$ cat config.mk
export PLATFORM = sky130hd
export DESIGN_NAME = shift_add_multiplier_flat
export DESIGN_NICKNAME = d
export VERILOG_FILES = /design/src/rtl/mult_pkg.sv /design/src/rtl/shift_add_multiplier_if.sv /design/src/rtl/shift_add_multiplier_full_adder.sv /design/src/rtl/shift_add_multiplier.sv /design/src/flat_wrapper.sv
export SDC_FILE = /design/constraint.sdc
export NUM_CORES = 1
export LEC_CHECK = 0
export CORE_UTILIZATION = 50
export CTS_BUF_LIST = sky130_fd_sc_hd__clkbuf_8
export CTS_CLUSTER_DIAMETER = 120
export DETAILED_ROUTE_END_ITERATION = 10
export HOLD_SLACK_MARGIN = 0.12
export PLACE_DENSITY_LB_ADDON = 0.08
export SYNTH_ARGS = -nofsm -noshare
export SYNTH_HDL_FRONTEND = slang
export SYNTH_SLANG_ARGS = --single-unit
$ cat constraint.sdc
create_clock -name clk -period 2.5 [get_ports clk]
set_input_delay 0.375 -clock clk [delete_from_list [all_inputs] [get_ports clk]]
set_output_delay 0.375 -clock clk [all_outputs]
set_load 0.02 [all_outputs]
$ cat src/rtl/mult_pkg.sv
// Shared definitions for the shift-add multiplier: FSM encoding, default
// operand width and the iteration-counter width helper.
package mult_pkg;

  localparam int DEF_WIDTH = 5;

  typedef enum logic [1:0] {
    IDLE = 2'b00,
    RUN  = 2'b01,
    DONE = 2'b10
  } state_t;

  // Counter must hold the value WIDTH itself, hence WIDTH+1 codes.
  function automatic int cw(input int width);
    return $clog2(width + 1);
  endfunction

endpackage

$ cat src/rtl/shift_add_multiplier_if.sv
// Start/done handshake and operand/product bus of the shift-add multiplier.
interface shift_add_multiplier_if #(
  parameter int WIDTH = mult_pkg::DEF_WIDTH
);

  logic               start;
  logic [WIDTH-1:0]   a;
  logic [WIDTH-1:0]   b;
  logic               busy;
  logic               done;
  logic [2*WIDTH-1:0] product;

  modport master (
    output start, a, b,
    input  busy, done, product
  );

  modport slave (
    input  start, a, b,
    output busy, done, product
  );

endinterface

$ cat src/rtl/shift_add_multiplier_full_adder.sv
// WIDTH-bit ripple-carry adder built from WIDTH chained full-adder cells.
module full_adder #(
  parameter int WIDTH = mult_pkg::DEF_WIDTH
) (
  output logic [WIDTH-1:0] sum,
  output logic             c_out,
  input  logic [WIDTH-1:0] a,
  input  logic [WIDTH-1:0] b,
  input  logic             c_in
);

  logic [WIDTH:0] carry_s;

  assign carry_s[0] = c_in;

  for (genvar i = 0; i < WIDTH; i++) begin : g_cell
    assign sum[i]       = a[i] ^ b[i] ^ carry_s[i];
    assign carry_s[i+1] = (a[i] & b[i]) | (carry_s[i] & (a[i] ^ b[i]));
  end

  assign c_out = carry_s[WIDTH];

endmodule

$ cat src/rtl/shift_add_multiplier.sv
// Sequential unsigned multiplier: one shared ripple add per clock over WIDTH
// iterations, 2*WIDTH-bit product with a start/done handshake.
module shift_add_multiplier
  import mult_pkg::*;
#(
  parameter int WIDTH = DEF_WIDTH
) (
  input logic                   clk,
  input logic                   rst_n,
  shift_add_multiplier_if.slave bus
);

  localparam int CW = cw(WIDTH);

  state_t             state_r;
  state_t             state_nx_s;
  logic [WIDTH-1:0]   mcand_r;
  logic [WIDTH-1:0]   acc_hi_r;
  logic [WIDTH-1:0]   acc_lo_r;
  logic [CW-1:0]      count_r;
  logic [2*WIDTH-1:0] product_r;
  logic               busy_r;
  logic               done_r;

  logic               load_s;
  logic               step_s;
  logic               finish_s;
  logic [WIDTH-1:0]   addend_s;
  logic [WIDTH-1:0]   sum_s;
  logic               c_out_s;
  logic [2*WIDTH-1:0] shifted_s;

  assign addend_s  = acc_lo_r[0] ? mcand_r : {WIDTH{1'b0}};
  // Carry-out is kept: it lands in the top product bit after the shift.
  assign shifted_s = {c_out_s, sum_s, acc_lo_r[WIDTH-1:1]};

  full_adder #(
    .WIDTH(WIDTH)
  ) u_adder (
    .sum  (sum_s),
    .c_out(c_out_s),
    .a    (acc_hi_r),
    .b    (addend_s),
    .c_in (1'b0)
  );

  // Next-state and datapath control decode.
  always_comb begin
    state_nx_s = state_r;
    load_s     = 1'b0;
    step_s     = 1'b0;
    finish_s   = 1'b0;
    case (state_r)
      IDLE: begin
        if (bus.start) begin
          load_s     = 1'b1;
          state_nx_s = RUN;
        end else begin
          state_nx_s = IDLE;
        end
      end
      RUN: begin
        step_s = 1'b1;
        if (count_r == CW'(1)) begin
          finish_s   = 1'b1;
          state_nx_s = DONE;
        end else begin
          state_nx_s = RUN;
        end
      end
      DONE: begin
        if (bus.start) begin
          load_s     = 1'b1;
          state_nx_s = RUN;
        end else begin
          state_nx_s = IDLE;
        end
      end
      default: begin
        state_nx_s = IDLE;
      end
    endcase
  end

  // State register plus registered busy/done derived from the next state.
  always_ff @(posedge clk or negedge rst_n) begin
    if (!rst_n) begin
      state_r <= IDLE;
      busy_r  <= 1'b0;
      done_r  <= 1'b0;
    end else begin
      state_r <= state_nx_s;
      busy_r  <= (state_nx_s == RUN);
      done_r  <= (state_nx_s == DONE);
    end
  end

  // Operand capture, shift-add iteration, counter and product register.
  always_ff @(posedge clk or negedge rst_n) begin
    if (!rst_n) begin
      mcand_r   <= {WIDTH{1'b0}};
      acc_hi_r  <= {WIDTH{1'b0}};
      acc_lo_r  <= {WIDTH{1'b0}};
      count_r   <= {CW{1'b0}};
      product_r <= {(2*WIDTH){1'b0}};
    end else if (load_s) begin
      mcand_r  <= bus.a;
      acc_hi_r <= {WIDTH{1'b0}};
      acc_lo_r <= bus.b;
      count_r  <= CW'(WIDTH);
    end else if (step_s) begin
      {acc_hi_r, acc_lo_r} <= shifted_s;
      count_r              <= count_r - CW'(1);
      if (finish_s) begin
        product_r <= shifted_s;
      end else begin
        product_r <= product_r;
      end
    end else begin
      count_r <= count_r;
    end
  end

  assign bus.busy    = busy_r;
  assign bus.done    = done_r;
  assign bus.product = product_r;

endmodule

$ cat src/flat_wrapper.sv
// flat-port wrapper written by rule: the top's interface ports become plain ports
module shift_add_multiplier_flat import mult_pkg::*;
#(
  parameter int WIDTH = DEF_WIDTH
)
  (clk, rst_n, bus_start, bus_a, bus_b, bus_busy, bus_done, bus_product);
  shift_add_multiplier_if #(.WIDTH(WIDTH)) bus_i ();
  input logic clk;
  input logic rst_n;
  input wire logic [$bits(bus_i.start)-1:0] bus_start;
  input wire logic [$bits(bus_i.a)-1:0] bus_a;
  input wire logic [$bits(bus_i.b)-1:0] bus_b;
  output wire logic [$bits(bus_i.busy)-1:0] bus_busy;
  output wire logic [$bits(bus_i.done)-1:0] bus_done;
  output wire logic [$bits(bus_i.product)-1:0] bus_product;
  assign bus_i.start = bus_start;
  assign bus_i.a = bus_a;
  assign bus_i.b = bus_b;
  assign bus_busy = bus_i.busy;
  assign bus_done = bus_i.done;
  assign bus_product = bus_i.product;
  shift_add_multiplier #(.WIDTH(WIDTH)) u_core (.clk(clk), .rst_n(rst_n), .bus(bus_i));
endmodule
==> metrics.md <==
| Metric | Value |
|---|---|
| Syn nets | `between 150 and 200` |
| RSZ-0062 raised after global routing | `yes` |
| Floorplan row count | `20` |
| Die ar. | `approximately 3500 µm²` |
| CP Class | `reg -> reg` |
| Final Cycle Share | `1.04` |
| Pre-antenna DRT Iters | `2` |
| Peak fanout along the critical path | `2` |
| PortBufs | `24` |
| Clock root cell | `clkbuf_8` |
| # setup viols final | `2` |
| Area Overhead vs Synth | `27.5%` |
| Pin count of the biggest net entering global routing | `33` |
| Filler cell count | `242` |
| Final slew viol count | `0` |
| Slew HR | `0.582` |
| # clock sinks | `32` |
| Top cell type's share of synthesized area | `0.487` |
| Post-DP Area | `between 1500 and 2000 µm²` |
| Worst vdd rail ir drop | `686 µV` |
| CP Capture Type | `flop` |
| Most common cell after layout, fill and taps aside | `dfrtp_1` |
| Failing checks | `negative setup slack` |
| Hold Vio Cnt, Final | `0` |
| Final WL | `roughly 3.3 mm` |
| Peak Freq | `between 300 and 400 MHz` |
| Arrival time at the worst endpoint | `2.76 ns` |
| HPWL after DPL | `approximately 2.1 mm` |
| WL per Instance | `15.6 µm` |
| Initial Util | `0.534` |
| Post-Synthesis Cell Area | `~1600 µm²` |
| Post-synth ARST share | `1.00` |
| Yosys warnings | `0` |
| Nets | `roughly 180` |
| Number of flops mapped to enable cells by yosys | `0` |
| CTS H-Tree Depth | `2` |
| TritonCTS clock tree | `done` |
| Reg clk slew, reported paths | `0.07 ns` |
| Vias in the first global route | `~1100` |
| Layout cell share with drive strength beyond 1 | `0.236` |
| Worst clock skew | `0.00611 ns` |
| Post-Syn Area per Cell | `~12 µm²` |
| Num ports | `25` |
| Horiz. Die Dim | `59.3 µm` |
| Drt drc | `0` |
| Core footprint | `between 3000 and 4000 µm²` |
| Count of different cell masters after synthesis | `24` |
| #FFs+latches synth | `32` |
| GRT Residual Overflow | `0` |
| Via/cell ratio | `between 5 and 6` |
| Top cell type by total area after synthesis | `dfrtp_1` |
| Clk buf depth | `2` |
| Fin area | `around 2100 µm²` |
| GR Util All Layers | `0.217` |
| LEAKAGE | `between 0.0009 and 0.001 µW` |
| Final Worst Setup Slack | `-0.0989 ns` |
| Worst min-delay path class | `in -> async` |
| Max cap viols | `0` |
| CP Launch Type | `flop` |
| Worst Max-Slew Pin Slew | `roughly 0.63 ns` |
| Drt first-iter violations | `29` |
| Worst path required time | `roughly 2.7 ns` |
| Via count | `between 1000 and 1500` |
| Most frequent cells in the layout | `dfrtp_1 (32), clkdlybuf4s50_1 (24), mux2i_1 (19)` |
| Status | `complete, but fails checks` |
| Top_reg_cell synth | `dfrtp_1` |
| Area contributors post-synth | `dfrtp_1 (49%), mux2i_1 (12%), nor2b_1 (4.9%)` |
| Die height | `roughly 59 µm` |
| Initial antenna violation count | `0` |
| First-pass GRT wire length | `5.23 mm` |
| R2R depth | `9` |
| Hold Worst Slack | `0.480 ns` |
| Gate count after technology mapping | `approximately 130` |
| Power Density | `approximately 1300 nW/µm²` |
| Clk_lat worst skew | `0.28 ns` |
| Gpl congestion | `0.705` |
| Sequential area share after synthesis | `0.487` |
| Ant diodes | `0` |
| Post-route ant nets | `0` |
| Final min period | `about 2.6 ns` |
| Total CTS buffers | `5` |
| Hold Buf Count CTS | `0` |
[area by class of cell]
cell class | instances | area (µm²) | area share
Clock buffer | 6 | 82.6 | 0.0394
Multi-Input combinational cell | 80 | 805 | 0.384
Timing Repair Buffer | 31 | 293 | 0.140
Inverter | 14 | 52.6 | 0.0251
Clock inverter | 2 | 7.51 | 0.00358
Tap cell | 44 | 55.1 | 0.0263
Sequential cell | 32 | 801 | 0.382
[synthesized netlist by cell type, types with 2 or more instances]
library cell,instances
a31o_2,2
buf_2,6
dfrtp_1,32
fa_1,4
ha_1,3
inv_1,14
mux2_2,6
mux2_4,4
mux2i_1,20
nand2_1,4
nand2b_1,8
nor2b_1,13
nor3_1,2
o32ai_1,6
[through the flow]
stage               instances  power, µW  setup TNS, ns  worst slack [ns]  utilization
finish                    209       2730         -0.134           -0.0989        0.681
global route              209       2940         -0.283            -0.156        0.681
CTS                       207       2690         -0.141            -0.109        0.665
detailed placement        199       2230         -0.139            -0.120        0.631
global placement          199       2170        -0.0157           -0.0157        0.631
floorplan                 134       1810        -0.0741           -0.0741            -
[per-layer routing]
layer	vias up	GRT usage	wire length (µm)
met5	-	0	0
met4	0	0.102	61
met3	7	0.0721	119
met2	19	0.337	1650
met1	539	0.271	1420
li1	506	-	-
[state kept, by name, summed over array words and instances (netlist names)]
signal,count
u_core.acc_hi_r,5
u_core.acc_lo_r,5
u_core.bus.busy,1
u_core.bus.done,1
u_core.bus.product,10
u_core.count_r,3
u_core.mcand_r,5
u_core.state_r,2
[worst max-delay path: stages (launching register included)]
cell and delay [ns]:
dfrtp_1 0.35, and2_4 0.15, ha_4 0.11, inv_2 0.03, fa_2 0.37, fa_2 0.35
fa_2 0.35, fa_2 0.54, nor2b_4 0.14, o32ai_2 0.07
[cells by family after synthesis]
kind of cell             synth area share
flip-flops                          0.487
AND/OR/NAND/NOR                     0.127
XOR/XNOR                          0.00533
multiplexers                        0.199
AO/OA/AOI/OAI                      0.0502
adder cells (fa/ha/maj)            0.0715
buffers and inverters              0.0594
[report_power, final]
group	switching, µW	internal, µW
Sequential	191	767
Clock	184	216
Combinational	619	758
[final timing paths]
path                               startpoint                    end  slack (ns)
max                        u_core.acc_lo_r[0]     u_core.acc_hi_r[3]        -0.1
min                                     rst_n  u_core.bus.product[7]        0.48
max reg2reg                u_core.acc_lo_r[0]     u_core.acc_hi_r[3]        -0.1
min reg2reg                 u_core.mcand_r[4]      u_core.mcand_r[4]        0.51
max in group asynchronous               rst_n        u_core.bus.busy        1.71
min in group clk            u_core.mcand_r[4]      u_core.mcand_r[4]        0.51
[repair_timing]
item | CTS | global route
gates cloned | 0 | 0
gates resized for setup | 2 | 8
pin swaps | 0 | 3
setup buffers | 0 | 2
setup endpoints to repair | 2 | 3
Power figures use the tool's default switching activity.
